`src/rtl/argmax.sv`:
```
// Streaming arg-max over one frame of signed class scores; emits a one-hot
// winner per well-formed frame and pulses err_o when a frame has the wrong length.
module argmax #(
  parameter int NUM_CLASSES = 3,
  parameter int I_BW        = 16
) (
  input  logic                   clk_i,
  input  logic                   rst_n_i,
  input  logic [I_BW-1:0]        data_i,
  input  logic                   valid_i,
  input  logic                   last_i,
  output logic                   ready_o,
  output logic [NUM_CLASSES-1:0] data_o,
  output logic                   valid_o,
  output logic                   last_o,
  input  logic                   ready_i,
  output logic                   err_o
);

  localparam int IDX_W = (NUM_CLASSES > 1) ? $clog2(NUM_CLASSES) : 1;
  localparam logic [IDX_W-1:0] LAST_IDX = IDX_W'(NUM_CLASSES - 1);

  typedef enum logic [0:0] {
    ACCUM   = 1'b0,
    DISCARD = 1'b1
  } state_t;

  state_t                   state_r, state_s;
  logic [IDX_W-1:0]         idx_r, idx_s;
  logic signed [I_BW-1:0]   best_val_r, best_val_s;
  logic [IDX_W-1:0]         best_idx_r, best_idx_s;
  logic [NUM_CLASSES-1:0]   data_r, data_s;
  logic                     valid_r, valid_s;
  logic                     last_r, last_s;
  logic                     err_r, err_s;

  logic signed [I_BW-1:0]   score_s;
  logic signed [I_BW-1:0]   cand_val_s;
  logic [IDX_W-1:0]         cand_idx_s;
  logic                     accept_s;
  logic                     pop_s;
  logic                     load_out_s;

  function automatic logic [NUM_CLASSES-1:0] onehot(input logic [IDX_W-1:0] sel);
    logic [NUM_CLASSES-1:0] vec;
    vec = '0;
    for (int k = 0; k < NUM_CLASSES; k++) begin
      vec[k] = (sel == IDX_W'(k));
    end
    return vec;
  endfunction

  assign ready_o  = !valid_r | ready_i;
  assign accept_s = valid_i & ready_o;
  assign pop_s    = valid_r & ready_i;
  assign score_s  = $signed(data_i);

  // Candidate winner including the current beat; strict > keeps the lowest index on ties.
  always_comb begin
    cand_val_s = best_val_r;
    cand_idx_s = best_idx_r;
    if (idx_r == '0) begin
      cand_val_s = score_s;
      cand_idx_s = '0;
    end else if (score_s > best_val_r) begin
      cand_val_s = score_s;
      cand_idx_s = idx_r;
    end else begin
      cand_val_s = best_val_r;
      cand_idx_s = best_idx_r;
    end
  end

  // Frame-length FSM and running-best update.
  always_comb begin
    state_s    = state_r;
    idx_s      = idx_r;
    best_val_s = best_val_r;
    best_idx_s = best_idx_r;
    err_s      = 1'b0;
    load_out_s = 1'b0;
    case (state_r)
      ACCUM: begin
        if (accept_s) begin
          if (last_i) begin
            idx_s = '0;
            if (idx_r == LAST_IDX) begin
              load_out_s = 1'b1;
            end else begin
              err_s = 1'b1;
            end
          end else if (idx_r == LAST_IDX) begin
            err_s   = 1'b1;
            idx_s   = '0;
            state_s = DISCARD;
          end else begin
            best_val_s = cand_val_s;
            best_idx_s = cand_idx_s;
            idx_s      = idx_r + IDX_W'(1);
          end
        end else begin
          state_s = ACCUM;
        end
      end
      DISCARD: begin
        if (accept_s && last_i) begin
          state_s = ACCUM;
        end else begin
          state_s = DISCARD;
        end
      end
      default: begin
        state_s = ACCUM;
        idx_s   = '0;
      end
    endcase
  end

  // Output holding register: a completing frame wins over a pop in the same cycle.
  always_comb begin
    data_s  = data_r;
    valid_s = valid_r;
    last_s  = last_r;
    if (load_out_s) begin
      data_s  = onehot(cand_idx_s);
      valid_s = 1'b1;
      last_s  = 1'b1;
    end else if (pop_s) begin
      valid_s = 1'b0;
      last_s  = 1'b0;
    end else begin
      valid_s = valid_r;
      last_s  = last_r;
    end
  end

  // State and output registers.
  always_ff @(posedge clk_i or negedge rst_n_i) begin
    if (!rst_n_i) begin
      state_r    <= ACCUM;
      idx_r      <= '0;
      best_val_r <= '0;
      best_idx_r <= '0;
      data_r     <= '0;
      valid_r    <= 1'b0;
      last_r     <= 1'b0;
      err_r      <= 1'b0;
    end else begin
      state_r    <= state_s;
      idx_r      <= idx_s;
      best_val_r <= best_val_s;
      best_idx_r <= best_idx_s;
      data_r     <= data_s;
      valid_r    <= valid_s;
      last_r     <= last_s;
      err_r      <= err_s;
    end
  end

  assign data_o  = data_r;
  assign valid_o = valid_r;
  assign last_o  = last_r;
  assign err_o   = err_r;

endmodule
```
`config.mk`:
```
export PLATFORM = sky130hd
export DESIGN_NAME = argmax
export DESIGN_NICKNAME = d
export VERILOG_FILES = /design/src/rtl/argmax.sv
export SDC_FILE = /design/constraint.sdc
export NUM_CORES = 1
export LEC_CHECK = 0
export ABC_AREA = 1
export BUFFER_PORTS_ARGS = -buffer_cell sky130_fd_sc_hd__buf_2
export CAP_MARGIN = 20
export CELL_PAD_IN_SITES_DETAIL_PLACEMENT = 1
export CELL_PAD_IN_SITES_GLOBAL_PLACEMENT = 2
export CORE_ASPECT_RATIO = 0.7
export CORE_MARGIN = 1
export CORE_UTILIZATION = 30
export CTS_CLUSTER_SIZE = 14
export DETAILED_ROUTE_END_ITERATION = 6
export GPL_TIMING_DRIVEN = 0
export PLACE_DENSITY = 0.82
export SLEW_MARGIN = 40
export SYNTH_ARGS = -nofsm -noshare
export SYNTH_HDL_FRONTEND = slang
export SYNTH_SLANG_ARGS = --single-unit
export TNS_END_PERCENT = 10
```
`constraint.sdc`:
```
create_clock -name clk_i -period 1.75 [get_ports clk_i]
set_input_delay 0.525 -clock clk_i [delete_from_list [all_inputs] [get_ports clk_i]]
set_output_delay 0.525 -clock clk_i [all_outputs]
set_load 0.1 [all_outputs]
```
==> run summary <==
At the worst endpoint, the arrival time is 2.22 ns. At the pin with the least slew margin, the transition time is 0.619 ns. The largest individual stage delay along the critical path comes from the cell dfrtp_1. The tools report the leakage dissipation as 1.11 nW. The checks that failed: setup timing. The share of total power consumed by net switching was 0.444. In this run the clock root is driven by a clkbuf_8. The time the final worst path needs with I/O delays and setup came out at 2.04 ns. The total number of yosys warnings is 0, and the number of primary I/O pins is 28. The worst hold path belongs to the class in2async. Of all nets on the critical path, the largest fanout is 5. The logs give 0.311 for the starting density of the core and 0 for the total count of hold-check failures in the final report. For the share of synthesized area occupied by flip-flops and latches, the log shows 0.398. The DRC violation count after routing is 0. In this run the worst setup path begins at best_val_r[11].

After layout, the design draws a total of 3.53 mW. The antenna diode instance count is 0, and the worst-skew pair later-pin latency is 0.29 ns. For the number of global-route vias before repair, the log shows 1,354. In the final design database the tool counted 263 nets.

TritonCTS created 3 clock buffers. The switching power total is 1.57 mW, and the site row count is 22. The run gives -0.288 ns as the final worst setup slack. The achievable frequency was 491 MHz; the starting DRC count in detailed routing was 20. Detailed placement finished with a half-perimeter wire length of 2.81 mm. The placed instances occupy a cell area of 2080 um2. Dividing total power by cell area gives a power density of 1510 nW/um2. The flow ran to the end, but the final reports show violations.

The signal on the critical path passes through inv_2 -> ha_4 -> a21oi_1 -> nand2_2 -> a21oi_4 -> nand2_1 -> nand2_2 -> nand3_2 -> nand2_2 -> nand3_4 -> buf_12 -> buf_12 -> nor2_4 -> a21oi_2. Among all flip-flop cells after synthesis, the most frequent one is dfrtp_1. The share of total power in the clock network came out at 0.149.

The run gives 0 as the total of hold buffers inserted after clock tree synthesis. Class of the most critical setup path: reg2reg. The tightest hold path in the finished design has a slack of 0.238 ns. Entering global routing, the biggest net connects 27 pins.

Global router's overall resource usage: 0.143. The dominant cell type by count on the critical path is nand2_2. Clock tree synthesis found a total of 26 sinks.

The share of final-layout standard cells stronger than drive strength 1 was 0.518; the relative slew slack was 0.587. The worst setup path is captured at a register. The area growth from synthesis to layout is 42.2%. The die covers 5760 um2.

The floorplan step set the die width to 90.3 um. OpenSTA, run right after detailed placement, puts the worst setup slack at -0.567 ns. No sink is reached through more buffers than the 2 on the longest clock path. Port buffer count: 27. In the final routed layout, each cell accounts on average for 12.8 um.

The run gives 0 as the max-capacitance violation count. Worst flop-to-flop path startpoint: best_val_r[11]. The power share of the combinational group was 0.582. TritonCTS built the clock tree. The distinct cell type count of the synthesized netlist is 22, and the synthesized netlist net count is 225. Synthesis handed over a netlist of 185 instances. The count of nets left with antenna violations once routing finished came out at 0. The routed layout has 1,314 vias.

The pre-antenna-repair detailed-routing pass consisted of 4 iterations. After routing the design area is 2330 um2. The mapped netlist covers 1640 um2. Final period utilization: 1.16. The run gives 0 as the max-slew violation total from the final report. The tools report the total setup violations reported at the end of the flow as 21. The vertical die dimension came out at 63.8 um. In this design, the stage delay of the slowest critical-path cell is 0.38 ns. The routed design has 3.78 mm of wire. The kind of start point of the critical path was a register.

For the placer's final routability congestion estimate, the log shows 0.684. Setup repair after global routing could not meet its margin everywhere. The internal power of the cells totals 1.96 mW. The worst supply voltage drop on vdd was 0.471 mV; the register clock-pin slew on the reported worst setup and hold paths was 0.10 ns.

In this run the mean area of a mapped cell was 8.85 um2. The tools report the proportion of power drawn by flip-flops and latches as 0.269. For the worst setup path, the data required time is 1.93 ns. The number of storage elements in the synthesis netlist was 26; the H-tree depth was 1.

The area of the core is 5260 um2, and the total grt overflow is 0. In the routed layout, each cell is associated on average with a via count of 4.47. Across the routed clock network, the largest skew measured is 0.00871 ns.

The initial antenna violation count is 0, and the share of synthesized registers carrying an async set or reset is 1.00. The number of synthesized flops with an enable pin works out to 0. The first global-routing pass estimated 6.30 mm of wire.
==> worst max-delay path: cells and delay by family (launching register included) <==
family          cells  cell delay [ns]
simple gates        7             0.59
flops               1             0.38
compound gates      3             0.38
buf+inv             3             0.37
fa+ha+maj           1             0.21
==> cells by family after synthesis <==
kind of cell             Yosys count  synth area share
AO/OA/AOI/OAI                     30             0.130
adder cells (fa/ha/maj)           19             0.145
buffers and inverters             32            0.0894
flip-flops                        26             0.398
AND/OR/NAND/NOR                   78             0.238
==> layout make-up <==
type	count	area (um2)
fillers	619	2930
clock buffers	3	41.3
plain buffers	4	62.6
well taps	72	90.1
inverters	28	105
multi-input cells	127	1120
repair buffers	33	223
clock inverters	1	30.0
flip-flops and latches	26	652
==> power groups by stage <==
stage	clock network, mW	registers (mW)	logic, mW
after floorplan	0	1.14	1.20
after global placement	0	0.931	1.73
after detailed placement	0	0.940	1.78
after CTS	0.543	0.945	1.98
after global routing	0.567	0.977	2.28
final	0.526	0.949	2.05
==> layer usage <==
layer,share of wire,global-route usage
met5,0,0
met4,0.013,0.0423
met3,0.025,0.0310
met2,0.47,0.240
met1,0.49,0.187
==> cell usage after synthesis, types with 2 or more instances <==
| library cell | number | area, um2 |
|---|---|---|
| o21ai_1 | 2 | 10.0 |
| a21oi_2 | 15 | 131 |
| dfrtp_1 | 26 | 651 |
| nand4_1 | 6 | 37.5 |
| o21ai_0 | 5 | 25.0 |
| nor2_2 | 13 | 81.3 |
| a21oi_1 | 6 | 30.0 |
| buf_6 | 3 | 33.8 |
| nand2_2 | 2 | 12.5 |
| nand3_1 | 5 | 25.0 |
| nand2_1 | 39 | 146 |
| nor2_1 | 8 | 30.0 |
| inv_1 | 28 | 105 |
| ha_1 | 19 | 238 |
==> state kept, by name, summed over array words and instances (netlist names) <==
register / cells
best_val_r: 16
best_idx_r: 2
err_o: 1
idx_r: 2
state_r: 1
data_o: 3
last_o: 1
==> repair_timing <==
action	in CTS	in global routing
resized for setup	20	12
buffers inserted	5	0
endpoints found under the setup margin	22	22
gates cloned	1	0
pin swaps	11	1
==> worst paths after layout <==
| path | to | slack, ns | cells past startpoint |
|---|---|---|---|
| max | best_val_r[2] | -0.29 | 14 |
| min | best_val_r[9] | 0.24 | 1 |
| max reg2reg | best_val_r[2] | -0.29 | 14 |
| min reg2reg | data_o[2] | 0.48 | 2 |
| max in group asynchronous | last_o | 1.07 | 1 |
| min in group clk_i | best_val_r[0] | 0.48 | 3 |
==> cell usage in the layout (no fill, tap or decap), drive strengths merged <==
cell type,Yosys,routed
nand2,41,41
buf,4,36
inv,28,28
dfrtp,26,26
nor2,22,22
a21oi,21,21
ha,19,19
o21ai,8,8
nand3,7,7
nand4,6,6
clkbuf,0,3
nor3b,1,1
a21o,1,1
nor3,1,1
bufinv,0,1
bufbuf,0,1
==> metrics by stage <==
step                      TNS (ns)  instances  utilization
after floorplan              -2.79        185            -
after global placement       -9.50        284        0.395
after detailed placement    -10.21        284        0.395
after CTS                    -4.63        294        0.433
after global routing         -7.51        294        0.443
final                        -4.95        294        0.443
(Power assumes the default switching activity.)
